--- src/rtl/wb_ram_bridge.sv ---
// rtl/wb_ram_bridge.sv - Wishbone classic slave bridging management-bus accesses onto a req/gnt/rvalid RAM port.
// Holds one RAM transaction at a time; out-of-window accesses are acked locally without touching RAM.
module wb_ram_bridge #(
  parameter int          ADDR_WIDTH  = 32,
  parameter int          DATA_WIDTH  = 32,
  parameter logic [31:0] BASE_ADDR   = 32'h3000_0000,
  parameter int          WINDOW_BITS = 12
) (
  input  logic                  clk,
  input  logic                  rst_n,
  input  logic                  wbs_cyc_i,
  input  logic                  wbs_stb_i,
  input  logic                  wbs_we_i,
  input  logic [3:0]            wbs_sel_i,
  input  logic [31:0]           wbs_adr_i,
  input  logic [DATA_WIDTH-1:0] wbs_dat_i,
  output logic                  wbs_ack_o,
  output logic [DATA_WIDTH-1:0] wbs_dat_o,
  output logic                  req_o,
  input  logic                  gnt_i,
  input  logic                  rvalid_i,
  output logic [ADDR_WIDTH-1:0] addr_o,
  output logic                  we_o,
  output logic [3:0]            be_o,
  output logic [DATA_WIDTH-1:0] wdata_o,
  input  logic [DATA_WIDTH-1:0] rdata_i
);

  typedef enum logic [1:0] {IDLE, REQ, WAIT, ACK} state_t;

  state_t                state_q, state_d;
  logic                  ack_q, ack_d;
  logic [DATA_WIDTH-1:0] dat_q, dat_d;
  logic                  req_q, req_d;
  logic [ADDR_WIDTH-1:0] addr_q, addr_d;
  logic                  we_q, we_d;
  logic [3:0]            be_q, be_d;
  logic [DATA_WIDTH-1:0] wdata_q, wdata_d;
  logic                  abort_q, abort_d;

  logic                  in_window;
  logic [ADDR_WIDTH-1:0] win_addr;
  logic                  unused_adr_lsb;

  assign in_window      = (wbs_adr_i[31:WINDOW_BITS] == BASE_ADDR[31:WINDOW_BITS]);
  assign unused_adr_lsb = ^wbs_adr_i[1:0];

  always_comb begin
    win_addr                  = '0;
    win_addr[WINDOW_BITS-1:2] = wbs_adr_i[WINDOW_BITS-1:2];
  end

  always_comb begin
    state_d = state_q;
    ack_d   = 1'b0;
    dat_d   = dat_q;
    req_d   = req_q;
    addr_d  = addr_q;
    we_d    = we_q;
    be_d    = be_q;
    wdata_d = wdata_q;
    abort_d = abort_q;
    case (state_q)
      IDLE: begin
        abort_d = 1'b0;
        if (wbs_cyc_i && wbs_stb_i) begin
          if (in_window) begin
            addr_d  = win_addr;
            we_d    = wbs_we_i;
            be_d    = wbs_sel_i;
            wdata_d = wbs_dat_i;
            req_d   = 1'b1;
            state_d = REQ;
          end else begin
            dat_d   = '0;
            ack_d   = 1'b1;
            state_d = ACK;
          end
        end
      end
      REQ: begin
        // A grant commits the RAM, so it wins over a simultaneous cycle drop.
        if (gnt_i) begin
          req_d   = 1'b0;
          abort_d = !wbs_cyc_i;
          state_d = WAIT;
        end else if (!wbs_cyc_i) begin
          req_d   = 1'b0;
          state_d = IDLE;
        end
      end
      WAIT: begin
        if (rvalid_i) begin
          if (!we_q) dat_d = rdata_i;
          if (abort_q || !wbs_cyc_i) begin
            state_d = IDLE;
          end else begin
            ack_d   = 1'b1;
            state_d = ACK;
          end
        end else if (!wbs_cyc_i) begin
          abort_d = 1'b1;
        end
      end
      ACK:     state_d = IDLE;
      default: state_d = IDLE;
    endcase
  end

  always_ff @(posedge clk or negedge rst_n) begin
    if (!rst_n) begin
      state_q <= IDLE;
      ack_q   <= 1'b0;
      dat_q   <= '0;
      req_q   <= 1'b0;
      addr_q  <= '0;
      we_q    <= 1'b0;
      be_q    <= 4'b0;
      wdata_q <= '0;
      abort_q <= 1'b0;
    end else begin
      state_q <= state_d;
      ack_q   <= ack_d;
      dat_q   <= dat_d;
      req_q   <= req_d;
      addr_q  <= addr_d;
      we_q    <= we_d;
      be_q    <= be_d;
      wdata_q <= wdata_d;
      abort_q <= abort_d;
    end
  end

  assign wbs_ack_o = ack_q;
  assign wbs_dat_o = dat_q;
  assign req_o     = req_q;
  assign addr_o    = addr_q;
  assign we_o      = we_q;
  assign be_o      = be_q;
  assign wdata_o   = wdata_q;

endmodule

--- config.mk ---
export PLATFORM = sky130hd
export DESIGN_NAME = wb_ram_bridge
export DESIGN_NICKNAME = d
export VERILOG_FILES = /design/src/rtl/wb_ram_bridge.sv
export SDC_FILE = /design/constraint.sdc
export NUM_CORES = 1
export LEC_CHECK = 0
export ABC_AREA = 1
export ABC_CLOCK_PERIOD_IN_PS = 4100
export BUFFER_PORTS_ARGS = -buffer_cell sky130_fd_sc_hd__buf_2
export CAP_MARGIN = 30
export CORE_AREA = 2 2 109 80
export CTS_CLUSTER_SIZE = 14
export DETAILED_ROUTE_END_ITERATION = 10
export DIE_AREA = 0 0 111 82
export HOLD_SLACK_MARGIN = 0.06
export PLACE_DENSITY = 0.84
export SLEW_MARGIN = 20
export SYNTH_ARGS = -nofsm -noshare
export SYNTH_HDL_FRONTEND = slang
export SYNTH_SLANG_ARGS = --single-unit
--- constraint.sdc ---
create_clock -name clk -period 4.1 [get_ports clk]
set_input_delay 0.205 -clock clk [delete_from_list [all_inputs] [get_ports clk]]
set_output_delay 0.205 -clock clk [all_outputs]
set_load 0.005 [all_outputs]
==> results of run 1 <==
==> state kept, by name, indices dropped and copies added (netlist names) <==
| name | count |
|---|---|
| req_o | 1 |
| wbs_dat_o | 32 |
| wbs_ack_o | 1 |
| addr_o | 10 |
| abort_q | 1 |
| be_o | 4 |
| state_q | 2 |
| wdata_o | 32 |
| we_o | 1 |
==> repair_timing <==
action                                 CTS  global route
endpoints found under the hold margin   31             0
hold buffers                             1             0
resized for setup                        0             0
==> final cells by class <==
cell class              instances  area (sq um)  area share
flip-flops and latches         84          2100       0.421
multi-input cells             326          1410       0.282
clock inverters                 4          73.8      0.0148
repair buffers                192          1020       0.203
clock buffers                  12           236      0.0473
inverters                       7          26.3     0.00526
well taps                     105           131      0.0263
==> synthesized netlist by cell type (all sizes together) <==
cell | n | area share
a21oi | 2 | 0.0027
nand4 | 2 | 0.0033
dfrtp | 84 | 0.56
o2111a | 1 | 0.0030
nand3 | 48 | 0.064
nor3 | 1 | 0.0013
nand2 | 188 | 0.19
o21ai | 36 | 0.048
ha | 5 | 0.017
inv | 7 | 0.0070
nor2 | 20 | 0.021
conb | 1 | 0.0010
buf | 38 | 0.074
clkbuf | 9 | 0.0090
nand3b | 1 | 0.0020
==> final timing paths <==
kind / startpoint / end / cells past startpoint
setup / recovery: state_q[0] / wbs_dat_o[2] / 9
hold / removal: wbs_we_i / we_o / 3
setup reg to reg: state_q[0] / wbs_dat_o[2] / 9
hold reg to reg: wdata_o[21] / wdata_o[21] / 2
max in group asynchronous: rst_n / be_o[3] / 3
min in group asynchronous: rst_n / addr_o[10] / 2
==> per-layer routing <==
layer,routed length [um],GRT usage,vias up
li1,-,-,1709
met1,4060,0.255,1596
met4,78,0.0688,0
met2,4730,0.371,168
met3,875,0.0723,12
met5,0,0,-
==> cells in the final DEF, fill, tap and decap left out, drive strengths merged <==
cell type,count
clkbuf,12
ha,5
a21oi,2
nand3,48
buf,191
o2111a,1
nor3,1
clkinv,2
inv,7
o21ai,36
dfrtp,84
nand3b,1
conb,22
bufinv,2
dlygate4sd3,1
nor2,20
nand2,188
nand4,2
==> power by group through the flow <==
stage / clock network (mW) / registers, mW / logic [mW]
after floorplan: 0 / 0.995 / 0.432
after global placement: 0 / 0.986 / 0.631
after detailed placement: 0 / 0.989 / 0.668
after CTS: 0.868 / 0.977 / 0.668
after global routing: 0.905 / 0.990 / 0.798
final: 0.840 / 0.977 / 0.700
==> worst register-to-register path, delay by kind of cell (launching register included) <==
family                   cells  cell delay, ns
flip-flops                   1            0.41
adder cells (fa/ha/maj)      1            0.65
AND/OR/NAND/NOR              2            0.36
buffers and inverters        4            0.59
AO/OA/AOI/OAI                2            0.26
==> per-stage QoR <==
stage | instances | setup WS (ns) | utilization
final | 730 | 1.70 | 0.617
after global routing | 730 | 1.48 | 0.617
after CTS | 729 | 1.35 | 0.615
after detailed placement | 712 | 1.35 | 0.575
after global placement | 711 | 1.55 | 0.572
after floorplan | 464 | 2.46 | -
==> logic make-up after synthesis <==
group	after synthesis	synth area share
and+or+nand+nor	260	0.280
DFF	84	0.559
buffers and inverters	54	0.0899
AOI/OAI and AO/OA	39	0.0536
adders and majority gates	5	0.0166
other	1	0.000998
==> flow_metrics.tcl, run 1 <==
set metrics [dict create \
    run_status "completed" \
    ys_seq_area_frac 0.559 \
    grt_antenna_before_repair 0 \
    rsz0062_at_grt "no" \
    slowest_delay_ns 0.65 \
    cp_slowest_cell "ha_1" \
    cp.arrival_ns 2.59 \
    final_nets 732 \
    tightest_slew_ns 0.748 \
    critical_path_class "reg2reg" \
    die_w_um 111 \
    cts.clk_slew.worst_paths_ns 0.06 \
    whs_ns 0.109 \
    crit_top_cell "inv_1" \
    ys_seq_elements 84 \
    clock_power_share 0.334 \
    p_per_area_nw_per_um2 504 \
    grt_pass1_vias 3380 \
    wirelength_um 9750 \
    leakagePower_nw 2.95 \
    syn_area_sq_um 3760 \
    drive_gt1_frac 0.331 \
    path_cells "inv_1, ha_1, inv_1, nor2_1, inv_1, o2111a_1, nand2_2, buf_12, o21ai_0" \
    p_seq_frac 0.388 \
    vias 3485 \
    maxSlewViolCount 0 \
    htreeDepth 3 \
    p_int_mw 1.71 \
    end_kind "register" \
    cts_tree "yes" \
    io_buffers 185 \
    gr-total-overflow 0 \
    timing.final.hold_violations 0 \
    numCtsBuffers 9 \
    hp-class "in2reg" \
    r2r_slack_ns 1.70 \
    place_area_sq_um 4660 \
    design_area_sq_um 5000 \
    n_antenna_cell 0 \
    grt_max_degree 65 \
    setup_viol 0 \
    fmax_mhz 416 \
    critPathRequiredTime_ns 4.29 \
    finalPower_mw 2.52 \
    skew_ns 0.00468 \
    crit_fanout 51 \
    placementRows 28 \
    filler_cell_count 714 \
    die_y_um 82 \
    initial_core_util 0.464 \
    drc 0 \
    clock-sinks 84 \
    postCtsSetupBuffers 0 \
    syn_inst 443 \
    p_comb_frac 0.278 \
    path_buf_inv 4 \
    dr.pass1.iters 5 \
    hpwl_um 7130 \
    cts_root_buffer "clkbuf_16" \
    crit_family "adder cells" \
    setup_tns_ns 0 \
    boundaryPins 210 \
    start_kind "register" \
    fin_crit_ns 2.40 \
    synth.avg_cell_area_sq_um 8.48 \
    antenna_left 0 \
    wire_per_inst_um 13.3 \
    area_growth_syn_to_layout_pct 32.9 \
    worstSkewPairLatency_ns 0.32 \
    irDropWorstVdd_mv 0.493 \
    die-area_sq_um 9100 \
    finalCritPeriodShare 0.586 \
    clk_path_buf_depth 2 \
    grt_pass1_wl_um 15600 \
    drt_iter0_drc 215 \
    via_per_inst 4.77 \
    maxCapViolCount 0 \
    switching_share 0.320 \
    core_area_sq_um 8090 \
    ys_warn_count 0 \
    synth_cell_type_count 19 \
    gp_congestion 0.835 \
    p_sw_mw 0.805 \
    grt_use_total 0.213 \
    slew_headroom 0.502 \
]
Note: power is estimated with default switching activity, not from simulation.
==> run 2, diff against run 1 <==
--- a/config.mk
+++ b/config.mk
@@ -6,15 +6,15 @@
 export NUM_CORES = 1
 export LEC_CHECK = 0
 export ABC_AREA = 1
-export ABC_CLOCK_PERIOD_IN_PS = 4100
+export ABC_CLOCK_PERIOD_IN_PS = 2400
 export BUFFER_PORTS_ARGS = -buffer_cell sky130_fd_sc_hd__buf_2
 export CAP_MARGIN = 30
-export CORE_AREA = 2 2 109 80
+export CORE_AREA = 2 2 114 83
 export CTS_CLUSTER_SIZE = 14
 export DETAILED_ROUTE_END_ITERATION = 10
-export DIE_AREA = 0 0 111 82
+export DIE_AREA = 0 0 116 85
 export HOLD_SLACK_MARGIN = 0.06
-export PLACE_DENSITY = 0.84
+export PLACE_DENSITY = 0.78
 export SLEW_MARGIN = 20
 export SYNTH_ARGS = -nofsm -noshare
 export SYNTH_HDL_FRONTEND = slang
==> constraint.sdc (replaced) <==
create_clock -name clk -period 2.4 [get_ports clk]
set_input_delay 0.12 -clock clk [delete_from_list [all_inputs] [get_ports clk]]
set_output_delay 0.12 -clock clk [all_outputs]
set_load 0.005 [all_outputs]
==> run 2 against run 1 <==
Compared with the run above: worst setup slack worse by 1.2 ns; flip-flop and latch count stayed put; sequential share of layout area is 5.4 points lower; clock-buffer cell count is 1 lower; first-iteration DRC count is 38% higher; clock skew is 0.0026 ns higher; non-clock buffer count is 72 higher; critical path depth is 1 lower; via count is 11% higher; utilization is 3.5 points higher; fmax is 25% higher; highest routed layer unchanged.
==> flow_metrics.tcl, run 2 (synthesis gave the netlist of run 1 again) <==
set metrics [dict create \
    grt_max_degree 65 \
    initial_core_util 0.428 \
    filler_cell_count 712 \
    final_nets 804 \
    r2r_cells 8 \
    r2r_slack_ns 0.48 \
    final_cell_mix "nand2_1, buf_2, dfrtp_1" \
    finalPower_mw 4.36 \
    drc 0 \
    drive_gt1_frac 0.300 \
    slew_headroom 0.614 \
    hp-class "in2reg" \
    grt_pass1_wl_um 18300 \
    clock-sinks 84 \
    cp.arrival_ns 2.18 \
    grt_pass1_vias 3969 \
    fin_crit_ns 1.92 \
    fmax_mhz 522 \
    drt_iter0_drc 296 \
    gp_congestion 0.807 \
    critPathLaunch "state_q[0]" \
    area_growth_syn_to_layout_pct 52.3 \
    finish.utilization 0.652 \
    numCtsBuffers 9 \
    htreeDepth 3 \
    die-area_sq_um 9860 \
    antenna_left 0 \
    regToRegStartpoint "state_q[0]" \
    postCtsSetupBuffers 0 \
    core_area_sq_um 8780 \
    n_antenna_cell 0 \
    die_w_um 116 \
    critical_path_class "reg2reg" \
    maxCapViolCount 0 \
    wirelength_um 11500 \
    grt_use_total 0.236 \
    die_y_um 85 \
    grt_antenna_before_repair 0 \
    grt.busiest_layer "met2" \
    rsz0062_at_grt "no" \
    multiInputGateArea_sq_um 1410 \
    clk_path_buf_depth 2 \
    vias 3860 \
    met2_usage 0.404 \
    io_buffers 185 \
    cts_root_buffer "clkbuf_16" \
    maxSlewViolCount 0 \
    leakagePower_nw 3.24 \
    crit_fanout 40 \
    fin_ws_ns 0.484 \
    crit_path_end "wdata_o[15]" \
    layout_commonest_cell "nand2_1" \
    wire_per_inst_um 14.0 \
    gr-total-overflow 0 \
    skew_ns 0.00725 \
    dp_slack_ns 0.567 \
    via_per_inst 4.70 \
    tightest_slew_ns 0.578 \
    finalCritPeriodShare 0.798 \
    placementRows 29 \
    timing.final.hold_violations 0 \
    critPathRequiredTime_ns 2.66 \
    hpwl_um 6730 \
    run_status "completed" \
    end_kind "register" \
    grt.met3_usage 0.0764 \
    cts_tree "yes" \
    irDropWorstVdd_mv 0.515 \
    p_per_area_nw_per_um2 762 \
    worstSkewPairLatency_ns 0.33 \
    boundaryPins 210 \
    grt_use_met1 0.277 \
    post_cts_resized 0 \
    r2r_end "wdata_o[15]" \
    setup_viol 0 \
    start_kind "register" \
    cts.clk_slew.worst_paths_ns 0.06 \
    dr.pass1.iters 8 \
    seq_area_sq_um 2100 \
    setup_tns_ns 0 \
    min_from "rdata_i[17]" \
]
run 2: changes by cell type in the layout (fill, tap and decap cells not counted), sizes merged:
cell / before / now
bufinv: 2 / 1
clkbuf: 12 / 11
clkinv: 2 / 1
dlygate4sd3: 1 / 73
clkinvlp: 0 / 2
inv: 7 / 8
run 2: critical path, stage by stage (launching register included):
cell     delay (ns)
dfrtp_1        0.40
inv_1          0.10
ha_1           0.26
inv_1          0.13
nor2_4         0.05
nand2_1        0.24
buf_4          0.43
nand2_1        0.13
nand2_1        0.11
run 2: worst min path at each step:
stage,endpoint,slack [ns],cells after the start
CTS,wbs_dat_o[15],0.07,3
global placement,addr_o[7],0.14,1
finish,wbs_dat_o[17],0.08,3
floorplan,abort_q,-0.18,0
detailed placement,addr_o[7],0.15,1
global route,wbs_dat_o[15],0.06,3
run 2: layer usage:
layer | share of wire | vias to the layer above | wire length (um)
li1 | - | 1860 | -
met1 | 0.40 | 1771 | 4600
met2 | 0.49 | 196 | 5620
met3 | 0.084 | 33 | 966
met4 | 0.025 | 0 | 284
met5 | 0 | - | 0
run 2: final cells by class:
cell class | instances | area share
inverters | 7 | 0.00459
clock inverters | 5 | 0.0103
flip-flops and latches | 84 | 0.367
repair buffers | 264 | 0.302
clock buffers | 11 | 0.0424
well taps | 124 | 0.0271
multi-input cells | 326 | 0.246
run 2: power breakdown:
part / internal, mW / switching (mW) / total, mW
clock network: 0.837 / 0.549 / 1.39
logic: 0.504 / 0.798 / 1.30
registers: 1.58 / 0.0904 / 1.67
total: 2.92 / 1.44 / 4.36
run 2: metrics by stage:
stage	instance area, sq um	cells	hold WS [ns]
final	5720	821	0.0816
after global routing	5720	821	0.0617
after CTS	5720	821	0.0657
after detailed placement	4690	732	0.155
after global placement	4690	732	0.143
after floorplan	3840	464	-0.176
run 2: what timing repair did:
item	4_1_cts	5_1_grt
hold buffers	73	0
endpoints found under the setup margin	0	0
endpoints found under the hold margin	114	0
==> run 3, diff against run 2 <==
--- a/config.mk
+++ b/config.mk
@@ -6,15 +6,15 @@
 export NUM_CORES = 1
 export LEC_CHECK = 0
 export ABC_AREA = 1
-export ABC_CLOCK_PERIOD_IN_PS = 2400
+export ABC_CLOCK_PERIOD_IN_PS = 1700
 export BUFFER_PORTS_ARGS = -buffer_cell sky130_fd_sc_hd__buf_2
 export CAP_MARGIN = 30
-export CORE_AREA = 2 2 114 83
+export CORE_AREA = 2 2 119 87
 export CTS_CLUSTER_SIZE = 14
 export DETAILED_ROUTE_END_ITERATION = 10
-export DIE_AREA = 0 0 116 85
+export DIE_AREA = 0 0 121 89
 export HOLD_SLACK_MARGIN = 0.06
-export PLACE_DENSITY = 0.78
+export PLACE_DENSITY = 0.75
 export SLEW_MARGIN = 20
 export SYNTH_ARGS = -nofsm -noshare
 export SYNTH_HDL_FRONTEND = slang
==> constraint.sdc (replaced) <==
create_clock -name clk -period 1.7 [get_ports clk]
set_input_delay 0.085 -clock clk [delete_from_list [all_inputs] [get_ports clk]]
set_output_delay 0.085 -clock clk [all_outputs]
set_load 0.005 [all_outputs]
==> run 3 against run 2 <==
Compared with the run above: flip-flop and latch count is the same; combinational power rose by 78%; clock-buffer cell count is the same; clock power grew 50%; hold slack improved by 0.061 ns; critical path type unchanged; largest cell class unchanged.
==> flow_metrics.tcl, run 3 (synthesis gave the netlist of run 1 again) <==
set metrics [dict create \
    whs_ns 0.142 \
    numCtsBuffers 9 \
    layout_commonest_cell "nand2_1" \
    fmax_mhz 610 \
    worstSetupPathDepth 8 \
    slowest_delay_ns 0.44 \
    regToRegStartpoint "state_q[1]" \
    clk_path_buf_depth 2 \
    area_growth_syn_to_layout_pct 59.6 \
    htreeDepth 3 \
    grt_pass1_wl_um 17600 \
    clock-sinks 84 \
    die-area_sq_um 10800 \
    run_status "completed" \
    drt_iter0_drc 196 \
    irDropWorstVdd_mv 0.869 \
    cp.arrival_ns 1.83 \
    wirelength_um 11700 \
    vias 3970 \
    finish.utilization 0.632 \
    end_kind "register" \
    cts_root_buffer "clkbuf_16" \
    antenna_left 0 \
    finalPower_mw 6.77 \
    grt_use_total 0.206 \
    clock_power_share 0.309 \
    hpwl_um 7090 \
    grt_max_degree 65 \
    leakagePower_nw 3.36 \
    crit_fanout 16 \
    placementRows 30 \
    finalCritPeriodShare 0.965 \
    critPathLaunch "state_q[1]" \
    via_per_inst 4.71 \
    grt_pass1_vias 3708 \
    switching_share 0.323 \
    io_buffers 185 \
    min_from "wbs_cyc_i" \
    p_sw_mw 2.19 \
    worstSkewPairLatency_ns 0.33 \
    cp_slowest_cell "dfrtp_1" \
    fin_crit_ns 1.64 \
    drc 0 \
    path_buf_inv 2 \
    maxSlewViolCount 0 \
    core_area_sq_um 9500 \
    hp-class "in2reg" \
    crit_top_cell "nand2_1" \
    p_per_area_nw_per_um2 1130 \
    path_cells "inv_2, ha_2, nand2_1, o2111a_1, nand2_4, clkbuf_16, nand2_1, o21ai_0" \
    die_w_um 121 \
    gp_congestion 0.831 \
    gr-total-overflow 0 \
    grt_antenna_before_repair 0 \
    boundaryPins 210 \
    timing.final.hold_violations 0 \
    cts.clk_slew.worst_paths_ns 0.06 \
    r2r_cells 8 \
    fin_ws_ns 0.0597 \
    filler_cell_count 748 \
    final_cell_mix "nand2_1, buf_2, dfrtp_1" \
    dp_slack_ns -0.0445 \
    n_antenna_cell 0 \
    die_y_um 89 \
    p_seq_frac 0.349 \
    drive_gt1_frac 0.311 \
    critPathRequiredTime_ns 1.89 \
    dr.pass1.iters 4 \
    wire_per_inst_um 13.8 \
    start_kind "register" \
    p_int_mw 4.59 \
    initial_core_util 0.396 \
    critical_path_class "reg2reg" \
    maxCapViolCount 0 \
    p_comb_frac 0.342 \
    setup_viol 0 \
    skew_ns 0.00536 \
    cts_tree "yes" \
    min_path_cells 4 \
    crit_family "flip-flops" \
    final_nets 821 \
]
## run 3: cell types whose count changed in the layout (fill, tap and decap cells not counted), moves of 3 or more
cell           previous run  this run
o21ai_0                  36        31
buf_12                    2         5
o21ai_1                   0         5
dlygate4sd3_1            73        81
buf_4                     5         8
## run 3: final cells by class
| type | count | area, sq um | area share |
|---|---|---|---|
| well taps | 128 | 160 | 0.0267 |
| clock inverters | 5 | 85.1 | 0.0142 |
| multi-input cells | 326 | 1430 | 0.238 |
| inverters | 7 | 26.3 | 0.00438 |
| flip-flops and latches | 84 | 2100 | 0.350 |
| clock buffers | 11 | 243 | 0.0405 |
| repair buffers | 281 | 1950 | 0.326 |
## run 3: final timing paths
kind / to / slack, ns
worst max register to register: wbs_dat_o[8] / 0.06
min in group asynchronous: addr_o[6] / 0.29
worst min-delay path: abort_q / 0.14
worst max-delay path: wbs_dat_o[8] / 0.06
worst min register to register: wdata_o[12] / 0.47
max in group asynchronous: wbs_dat_o[0] / 0.83
## run 3: routing by layer
metal	GRT usage	part of all wire	vias to the layer above	wire length [um]
met5	0	0	-	0
met4	0.0581	0.019	0	223
met3	0.0676	0.092	22	1070
met2	0.363	0.49	203	5680
met1	0.246	0.40	1850	4680
li1	-	-	1895	-
## run 3: what timing repair did
| item | in CTS | in global routing |
|---|---|---|
| hold endpoints to repair | 113 | 0 |
| buffers inserted | 0 | 2 |
| hold buffers | 81 | 0 |
| resized for setup | 1 | 10 |
| gates cloned | 0 | 3 |
| setup endpoints to repair | 32 | 32 |
## run 3: through the flow
stage	std cells	area, sq um	TNS [ns]
finish	842	6000	0
global route	842	6000	-0.0113
CTS	837	5910	0
detailed placement	740	4760	-0.359
global placement	740	4760	0
floorplan	464	3840	0
## run 3: worst min-delay path: stages
cell and delay, ns:
buf_2 0.12, o21ai_0 0.09, nand2_1 0.06, o21ai_0 0.08
## run 3: power groups by stage
stage	clock network, mW	registers (mW)	logic [mW]
5_1_grt	2.25	2.39	2.55
4_1_cts	2.15	2.35	1.88
3_5_place_dp	0	2.38	1.74
6_report	2.09	2.37	2.31
3_3_place_gp	0	2.37	1.66
2_1_floorplan	0	2.40	1.04
